**src/rtl/minimig_sram_ctrl.sv**
```systemverilog
`default_nettype none
// ============================================================================
// Module   : minimig_sram_ctrl
// Purpose  : Clocked chipset/CPU-to-SRAM bridge. Accepts one word request on
//            a req/ack handshake. Maps a one-hot bank select plus bus address
//            onto the external SRAM address. Sequences _ce/_oe/_we, the byte
//            enables and the data buffer enable through counted setup, strobe
//            and hold phases.
// Revision : 1.0 - initial clocked implementation
// ----------------------------------------------------------------------------
// Ports:
//   clk         in   system clock
//   _reset      in   asynchronous active-low reset
//   req         in   access request (level, sampled in IDLE)
//   wr          in   1 = write, 0 = read (sampled with req)
//   be          in   byte enables, active high (sampled with req)
//   bank        in   one-hot bank select (lowest set bit wins)
//   address_in  in   bus address [23:1]
//   data_in     in   write data (sampled with req)
//   data_out    out  registered read data, masked per byte lane
//   ack         out  one-cycle completion pulse
//   busy        out  high from acceptance until ack inclusive
//   _ce/_oe/_we out  SRAM strobes, active low
//   _be         out  SRAM byte enables, active low (lane 0 = _ble)
//   address     out  SRAM word address [ADDR_W:1]
//   data        out  registered SRAM write data
//   data_oe     out  SRAM data bus buffer enable (writes only)
//   ramdata_in  in   SRAM read data
// ============================================================================
module minimig_sram_ctrl #(
  parameter int DATA_W    = 16,
  parameter int ADDR_W    = 22,
  parameter int NUM_BANKS = 8,
  parameter logic [NUM_BANKS*(ADDR_W-18)-1:0] BANK_MAP =
    {4'd7, 4'd0, 4'd0, 4'd4, 4'd3, 4'd2, 4'd1, 4'd0},
  parameter logic [NUM_BANKS-1:0] PASS_MASK = 8'b0001_0000,
  parameter int T_SETUP   = 1,
  parameter int T_RD      = 2,
  parameter int T_WR      = 2,
  parameter int T_HOLD    = 1
) (
  input  logic                   clk,
  input  logic                   _reset,
  input  logic                   req,
  input  logic                   wr,
  input  logic [DATA_W/8-1:0]    be,
  input  logic [NUM_BANKS-1:0]   bank,
  input  logic [23:1]            address_in,
  input  logic [DATA_W-1:0]      data_in,
  output logic [DATA_W-1:0]      data_out,
  output logic                   ack,
  output logic                   busy,
  output logic                   _ce,
  output logic                   _oe,
  output logic                   _we,
  output logic [DATA_W/8-1:0]    _be,
  output logic [ADDR_W:1]        address,
  output logic [DATA_W-1:0]      data,
  output logic                   data_oe,
  input  logic [DATA_W-1:0]      ramdata_in
);

  localparam int NB    = DATA_W / 8;
  localparam int HI_W  = ADDR_W - 18;
  localparam int IDX_W = (NUM_BANKS > 1) ? $clog2(NUM_BANKS) : 1;

  localparam int T_MAX01 = (T_SETUP > T_RD)   ? T_SETUP : T_RD;
  localparam int T_MAX23 = (T_WR > T_HOLD)    ? T_WR    : T_HOLD;
  localparam int T_MAX   = (T_MAX01 > T_MAX23) ? T_MAX01 : T_MAX23;
  localparam int CNT_W   = (T_MAX > 1) ? $clog2(T_MAX) : 1;

  localparam logic [CNT_W-1:0] C_SETUP = CNT_W'(T_SETUP - 1);
  localparam logic [CNT_W-1:0] C_RD    = CNT_W'(T_RD - 1);
  localparam logic [CNT_W-1:0] C_WR    = CNT_W'(T_WR - 1);
  localparam logic [CNT_W-1:0] C_HOLD  = CNT_W'((T_HOLD > 0) ? T_HOLD - 1 : 0);

  typedef enum logic [2:0] {
    S_IDLE   = 3'd0,
    S_SETUP  = 3'd1,
    S_STROBE = 3'd2,
    S_HOLD   = 3'd3,
    S_DONE   = 3'd4
  } state_t;

  state_t            state, state_nxt;
  logic [CNT_W-1:0]  cnt, cnt_nxt;
  logic              wr_r, wr_nxt;
  logic [NB-1:0]     be_r, be_nxt;
  logic              accept, unmapped, capture, active_nxt;

  // --------------------------------------------------------------------------
  // Address mapping: lowest set bank bit selects the high address source.
  // address_in is re-based to bit 0 so address_in[k] sits at ain_ext[k-1].
  // --------------------------------------------------------------------------
  logic [ADDR_W-1:0] ain_ext;
  logic [IDX_W-1:0]  sel;
  logic [HI_W-1:0]   hi;
  logic [ADDR_W-1:0] addr_nxt;

  assign ain_ext = ADDR_W'(address_in);

  always_comb begin
    sel = '0;
    for (int i = NUM_BANKS - 1; i >= 0; i--) begin
      if (bank[i]) sel = IDX_W'(i);
    end
  end

  assign hi       = PASS_MASK[sel] ? ain_ext[ADDR_W-1:18]
                                   : BANK_MAP[int'(sel)*HI_W +: HI_W];
  assign addr_nxt = {hi, ain_ext[17:0]};

  // Read data masked per lane; disabled lanes return zero.
  logic [DATA_W-1:0] rd_masked;
  generate
    for (genvar g = 0; g < NB; g++) begin : g_lane
      assign rd_masked[8*g +: 8] = be_r[g] ? ramdata_in[8*g +: 8] : 8'h00;
    end
  endgenerate

  // --------------------------------------------------------------------------
  // FSM: state and counter register
  // --------------------------------------------------------------------------
  always_ff @(posedge clk or negedge _reset) begin
    if (!_reset) begin
      state <= S_IDLE;
      cnt   <= '0;
      wr_r  <= 1'b0;
      be_r  <= '0;
    end else begin
      state <= state_nxt;
      cnt   <= cnt_nxt;
      wr_r  <= wr_nxt;
      be_r  <= be_nxt;
    end
  end

  // FSM: next state, counter and latched request attributes
  always_comb begin
    state_nxt = state;
    cnt_nxt   = cnt;
    wr_nxt    = wr_r;
    be_nxt    = be_r;
    accept    = 1'b0;
    unmapped  = 1'b0;
    capture   = 1'b0;
    case (state)
      S_IDLE: begin
        if (req) begin
          wr_nxt = wr;
          be_nxt = be;
          if (bank != '0) begin
            accept    = 1'b1;
            state_nxt = S_SETUP;
            cnt_nxt   = C_SETUP;
          end else begin
            unmapped  = 1'b1;
            state_nxt = S_DONE;
          end
        end
      end
      S_SETUP: begin
        if (cnt == '0) begin
          state_nxt = S_STROBE;
          cnt_nxt   = wr_r ? C_WR : C_RD;
        end else begin
          cnt_nxt = cnt - CNT_W'(1);
        end
      end
      S_STROBE: begin
        if (cnt == '0) begin
          capture = !wr_r;
          if (T_HOLD > 0) begin
            state_nxt = S_HOLD;
            cnt_nxt   = C_HOLD;
          end else begin
            state_nxt = S_DONE;
          end
        end else begin
          cnt_nxt = cnt - CNT_W'(1);
        end
      end
      S_HOLD: begin
        if (cnt == '0) state_nxt = S_DONE;
        else           cnt_nxt   = cnt - CNT_W'(1);
      end
      S_DONE: begin
        state_nxt = S_IDLE;
      end
      default: begin
        state_nxt = S_IDLE;
      end
    endcase
  end

  // CE, byte enables and buffer enable span SETUP..HOLD.
  assign active_nxt = (state_nxt == S_SETUP) || (state_nxt == S_STROBE) ||
                      (state_nxt == S_HOLD);

  // --------------------------------------------------------------------------
  // Registered outputs, decoded from the next state so every pin changes
  // on the same edge as the state it belongs to.
  // --------------------------------------------------------------------------
  always_ff @(posedge clk or negedge _reset) begin
    if (!_reset) begin
      _ce      <= 1'b1;
      _oe      <= 1'b1;
      _we      <= 1'b1;
      _be      <= '1;
      data_oe  <= 1'b0;
      ack      <= 1'b0;
      busy     <= 1'b0;
      data_out <= '0;
      address  <= '0;
      data     <= '0;
    end else begin
      _ce     <= !active_nxt;
      _oe     <= !((state_nxt == S_STROBE) && !wr_nxt);
      _we     <= !((state_nxt == S_STROBE) &&  wr_nxt);
      _be     <= active_nxt ? ~be_nxt : '1;
      data_oe <= active_nxt && wr_nxt;
      ack     <= (state_nxt == S_DONE);
      busy    <= (state_nxt != S_IDLE);
      if (accept) begin
        address <= addr_nxt;
        data    <= data_in;
      end
      if (unmapped)     data_out <= '0;
      else if (capture) data_out <= rd_masked;
    end
  end

endmodule
`default_nettype wire

```
**config.mk**
```make
export PLATFORM = sky130hd
export DESIGN_NAME = minimig_sram_ctrl
export DESIGN_NICKNAME = d
export VERILOG_FILES = /design/src/rtl/minimig_sram_ctrl.sv
export SDC_FILE = /design/constraint.sdc
export NUM_CORES = 1
export LEC_CHECK = 0
export ABC_AREA = 1
export CAP_MARGIN = 20
export CORE_ASPECT_RATIO = 0.8
export CORE_MARGIN = 2
export CORE_UTILIZATION = 42
export DETAILED_ROUTE_END_ITERATION = 8
export PLACE_DENSITY = 0.76
export SYNTH_ARGS = -nofsm -noshare
export SYNTH_HDL_FRONTEND = slang
export SYNTH_SLANG_ARGS = --single-unit
```
**constraint.sdc**
```tcl
create_clock -name clk -period 2 [get_ports clk]
set_clock_uncertainty 0.05 [all_clocks]
set_input_delay 0.4 -clock clk [delete_from_list [all_inputs] [get_ports clk]]
set_output_delay 0.4 -clock clk [all_outputs]
set_load 0.05 [all_outputs]
```
==> run metrics, run 1 <==
# IOs approximately 130; Post-synth EDFFs 0; max-cap violation count 0; internal power ~4200 uW; count leader, synth nand2_1; Final WS setup ~45 ps; CP Data Required Time 1550 ps; Placeable Area between 6000 and 7000 um^2; Multi-input gate area 1020 um^2; FILL cells between 500 and 600; Root Buffer clkbuf_8; chain of cells forming the critical path clkdlybuf4s50_1; Worst path slowest cell clkdlybuf4s50_1; first-pass GRT wire length ~12 mm; vias in the first global route between 2,000 and 3,000; Synth area leaders dfrtp_1, nand2_1, dfstp_2, nand3_1, inv_1; Buf/Inv on CP 1; P per Cell Area 1700 nW/um^2; Pleak about 0.0027 uW; FF/Latch Area 1730 um^2; WHS between 10 and 15 ps; CP peak stage delay roughly 800 ps; Total Wirelength 7.36 mm; worst slew pin tran between 500 and 600 ps; Peak VDD IR 0.986 mV; RD Place Congestion 0.832; Setup-failing EPs final 0; DRT iter0 DRCs 104; Arr. time, crit path 1510 ps; Sink Count 69; Yosys top cell area share a little over half; layout cells sized above 1 14.5%; TritonCTS buffer count 9; routed vias/inst 4.60; Residual DRC 0; Fin. Hold Viols 0; Post-Syn Area roughly 3000 um^2; Place WS -157 ps; cell accounting for the most synthesized area dfrtp_1; Detailed Routing Iterations Pass 1 4; Yosys reg bits slightly below 70; GRT Util Overall slightly below 20%; library cells used by synthesis 27; WP depth 1; post-synthesis average cell area slightly below 9 um^2; sw power approximately 3800 uW; clk slew on worst S/H paths 80 ps; Syn. warnings 0; final core utilization 68.9%; Post-synth top cells nand2_1, dfrtp_1, inv_1; Final min period just under 2000 ps; CP Max Fanout 2; area delta synth->final 60.2%; setup TNS 0 ps; DR WL/cell around 13 um; ys flop type dfrtp_1; Worst Setup End Kind output pin; syn nets just over 400; Die Width between 90 and 100 um; startpoint class of the critical path flip-flop; num rows 27; ANT cells 0; CTS max path bufs 2; CTS tree yes; Routed Antenna Nets 0; Slew HR between 60% and 70%; Buffers on Ports 129; vias after detailed routing 2,657; fraction of registers with async set/reset 100%; initial antenna violation count 0; Comb pwr share 55.2%; WS Path Type reg2out; largest net degree at the start of global routing 70; H-tree levels 3; worst reg-to-reg path cell count 9; Net Sw Frac between 40% and 50%; part of the power in registers ~29%; Seq/Total Area, Yosys 58.8%; max-slew violations 0; Fmax slightly above 500 MHz; Die H around 79 um; post-DP HPWL ~5.4 mm; final net count around 560; die area between 7000 and 8000 um^2; outcome complete, no violations; Crit path max-delay family buffers and inverters; clock share of power between 10% and 20%; total gr overflow 0; HP Class in2async; final period utilization a little over nine tenths; Initial Util around 43%; worst skew pair latency between 300 and 400 ps; Gate Count Post-Synth ~340
## what timing repair did
item / in CTS / in global routing
hold buffers: 0 / 0
gates resized for setup: 3 / 24
endpoints found under the hold margin: 0 / 0
setup endpoints to repair: 3 / 24
buffers inserted: 0 / 0
## sequential cells by signal (all words and copies together) (netlist names)
register  count
address      22
data         16
data_out     16
state         3
_be           2
be_r          2
_ce           1
_oe           1
_we           1
ack           1
busy          1
cnt           1
data_oe       1
wr_r          1
## layout make-up
cell class	instances	area share, %
tap	87	2.30
sequential	69	36.7
clock inverter	4	1.48
timing repair buffer	147	32.0
clock buffer	12	3.28
multi-input combinational	228	21.6
inverter	31	2.62
## worst reg2reg max path, delay by kind of cell, from the launching register on
| kind | cells | cell delay (ps) |
|---|---|---|
| AND/OR/NAND/NOR | 6 | 640 |
| flip-flops | 1 | 450 |
| buffers and inverters | 3 | 380 |
## placed cells by master (no fill, tap or decap), drive strengths merged
cell / Yosys / final
ha: 2 / 2
clkdlybuf4s50: 0 / 94
dfstp: 5 / 5
nor3: 3 / 3
o31ai: 1 / 1
bufinv: 0 / 2
a21oi: 5 / 5
buf: 9 / 26
nand4: 3 / 3
dlygate4sd2: 0 / 3
clkinv: 0 / 2
inv: 31 / 31
dfrtp: 64 / 64
o21ai: 8 / 8
nand2: 169 / 169
nor2: 11 / 11
dlymetal6s2s: 0 / 24
nand3: 24 / 24
o211ai: 1 / 1
o21bai: 1 / 1
clkbuf: 0 / 12
## logic make-up (layout without fill, tap and decap cells)
kind of cell / after synthesis / in the layout / synth area share (%)
buf+inv: 40 / 194 / 6.58
simple gates: 210 / 210 / 30.5
fa+ha+maj: 2 / 2 / 0.848
compound gates: 16 / 16 / 3.35
flops: 69 / 69 / 58.8
## metal layers
layer,share of wire [%],global-route usage (%)
met3,6.5,6.07
met2,47,32.1
met1,45,25.0
met5,0,0
met4,1.5,7.64
## metrics by stage
step | instance area, um^2 | power (uW) | cells
after floorplan | 2950 | 5260 | 337
final | 4720 | 8030 | 578
after global placement | 4440 | 6760 | 562
after detailed placement | 4440 | 6840 | 562
after CTS | 4660 | 8130 | 578
after global routing | 4720 | 8500 | 578
## path summary, 6_finish.rpt
kind,start,to,slack [ps]
max in group asynchronous,_reset,_oe$_DFF_PN1_,1550
hold / removal,_reset,data[12]$_DFFE_PN0P_,10
setup reg to reg,state[0]$_DFF_PN0_,data_out[15]$_DFFE_PN0P_,370
hold reg to reg,address[20]$_DFFE_PN0P_,address[20]$_DFFE_PN0P_,430
setup / recovery,address[3]$_DFFE_PN0P_,address[3],40
min in group clk,address[20]$_DFFE_PN0P_,address[20]$_DFFE_PN0P_,430
## power by group through the flow
stage          registers [uW]  clock network, uW  logic [uW]
6_report                 2330               1270        4430
5_1_grt                  2400               1370        4730
4_1_cts                  2340               1300        4490
3_5_place_dp             2350                  0        4500
3_3_place_gp             2340                  0        4420
2_1_floorplan            4110                  0        1150
Note: power is estimated with default switching activity, not from simulation.
==> inputs of run 2 (changes only) <==
--- a/constraint.sdc
+++ b/constraint.sdc
@@ -4,2 +4,2 @@
 set_output_delay 0.4 -clock clk [all_outputs]
-set_load 0.05 [all_outputs]
+set_load 0.1 [all_outputs]
==> run 2 against run 1 <==
Sequential cell count unchanged. Core utilization decreased by 1.8 points. Global-route usage fell by 0.058 points. Largest cell class unchanged. Routed wire length down 1.1%. Critical path type is now in2reg. Sequential share of layout area grew 0.98 points. Setup slack gained 130 ps. Worst hold slack gained 420 ps. Non-clock buffer count rose by 1. Cell area decreased by 2.6%. Critical endpoint is now address[20]$_DFFE_PN0P_.
==> run metrics, run 2 (synthesis results as in run 1) <==
outcome complete, no violations; RD Place Congestion 0.847 (+1.8%); max-slew violations 0 (unchanged); setup bufs post-CTS 0 (unchanged); worst skew pair latency 340 ps (about the same); Fin. Hold Viols 0 (unchanged); Arr. time, crit path 1990 ps (+480 ps); Slew HR 67.0% (+2.3 points); TritonCTS buffer count 9 (unchanged); vias after detailed routing 2,644 (-0.49%); Buffers on Ports 129 (unchanged); Die H 79.0 um (unchanged); ANT cells 0 (unchanged); Residual DRC 0 (unchanged); final net count 558 (+0.18%); post-DP HPWL 5.49 mm (+1.8%); most frequent cells in the layout nand2_1, buf_4, clkdlybuf4s50_1; Worst Setup End Kind flip-flop; worst hold stages 2; CTS tree yes; largest net degree at the start of global routing 53 (-24%); Resized cells post-CTS 0 (-3); routed vias/inst 4.57 (-0.66%); Fmax 548 MHz (+7.2%); total gr overflow 0 (unchanged); Biggest register address; Die Width 97.7 um (unchanged); num rows 27 (unchanged); layout cells sized above 1 25.6% (+11 points); Root Buffer clkbuf_8; initial antenna violation count 0 (unchanged); Final Instance Count excl. Fillers 579 (+0.17%); dpl cells 562 (unchanged); max-cap violation count 0 (unchanged); startpoint class of the critical path input port; clk slew on worst S/H paths 70 ps (about the same); CP Data Required Time 2170 ps (+620 ps); RSZ-0062 raised after global routing no; HP Class reg2reg; first-pass GRT wire length 12.1 mm (-0.45%); CP Max Fanout 3 (+1); largest registers address (22), data (16), data_out (16); Sink Count 69 (unchanged); CTS max path bufs 2 (unchanged); worst reg-to-reg path cell count 8 (-1); commonest non-fill, non-tap cell in the layout nand2_1; Routed Antenna Nets 0 (unchanged); Placeable Area 6860 um^2 (unchanged); Final min period 1820 ps (-132 ps); H-tree levels 3 (unchanged); WS Path Type in2reg; GRT Util Overall 19.7% (-0.058 points); vias in the first global route 2,653 (-0.67%); final period utilization 91.2% (-6.6 points); Total Wirelength 7.28 mm (-1.1%); Setup-failing EPs final 0 (unchanged); die area 7710 um^2 (unchanged); Detailed Routing Iterations Pass 1 4 (unchanged); area delta synth->final 56.0%; DRT iter0 DRCs 55 (-47%); Largest register FFs 22 (unchanged); DR WL/cell 12.6 um (-1.3%); worst slew pin tran 493 ps (-35.9 ps); Initial Util 43.0% (unchanged); # IOs 131 (unchanged)
[run 2: cell count changes in the layout (fill, tap and decap cells not counted), moves of 3 or more]
cell	change
dlymetal6s2s_1	-24
dlygate4sd2_1	-3
buf_4	+50
buf_12	+5
clkdlybuf4s50_1	-28
[run 2: worst paths after layout]
check                                    start                 endpoint  slack (ps)
max                                    bank[4]  address[20]$_DFFE_PN0P_         180
min                        data[6]$_DFFE_PN0P_      data[6]$_DFFE_PN0P_         440
max reg2reg                 state[0]$_DFF_PN0_  data_out[7]$_DFFE_PN0P_         380
min reg2reg                data[6]$_DFFE_PN0P_      data[6]$_DFFE_PN0P_         440
max in group asynchronous               _reset            _we$_DFF_PN1_         760
min in group asynchronous               _reset     data[12]$_DFFE_PN0P_         480
[run 2: per-layer routing]
metal | up-vias | global-route usage, % | routed length [um]
met2 | 91 | 33.6 | 3560
li1 | 1339 | - | -
met5 | - | 0 | 0
met1 | 1209 | 23.9 | 3200
met3 | 5 | 7.13 | 459
met4 | 0 | 5.28 | 58
[run 2: repair_timing]
item | CTS | global route
endpoints found under the hold margin | 17 | 0
setup endpoints to repair | 0 | 0
hold buffers | 1 | 0
[run 2: layout make-up]
class                      instances  area [um^2]
clock buffer                      11          141
clock inverter                     5         82.6
fill                             560         2260
inverter                          31          124
multi-input combinational        228         1020
sequential                        69         1730
tap                               87          109
timing repair buffer             148         1390
[run 2: stage by stage]
stage	utilization (%)	setup slack (ps)	hold WS, ps	TNS [ps]	area [um^2]
after floorplan	-	403	54.4	0	2950
after global placement	63.7	-107	305	-1030	4370
after detailed placement	63.7	-157	310	-1620	4370
after CTS	67.1	200	440	0	4600
after global routing	67.1	5.57	457	0	4600
final	67.1	176	435	0	4600
[run 2: worst max-delay path, cell delays in order]
cell and delay, ps:
clkdlybuf4s50_1 410, nor2_1 140, o21ai_0 100, o21ai_0 220, inv_1 70, ha_1 210, nand3_1 160, nand3_1 100
o211ai_1 100, nand2_1 70
Power of run 2 is not shown: default switching activity piles up to over one toggle a cycle in this logic, so the estimate is an artifact.
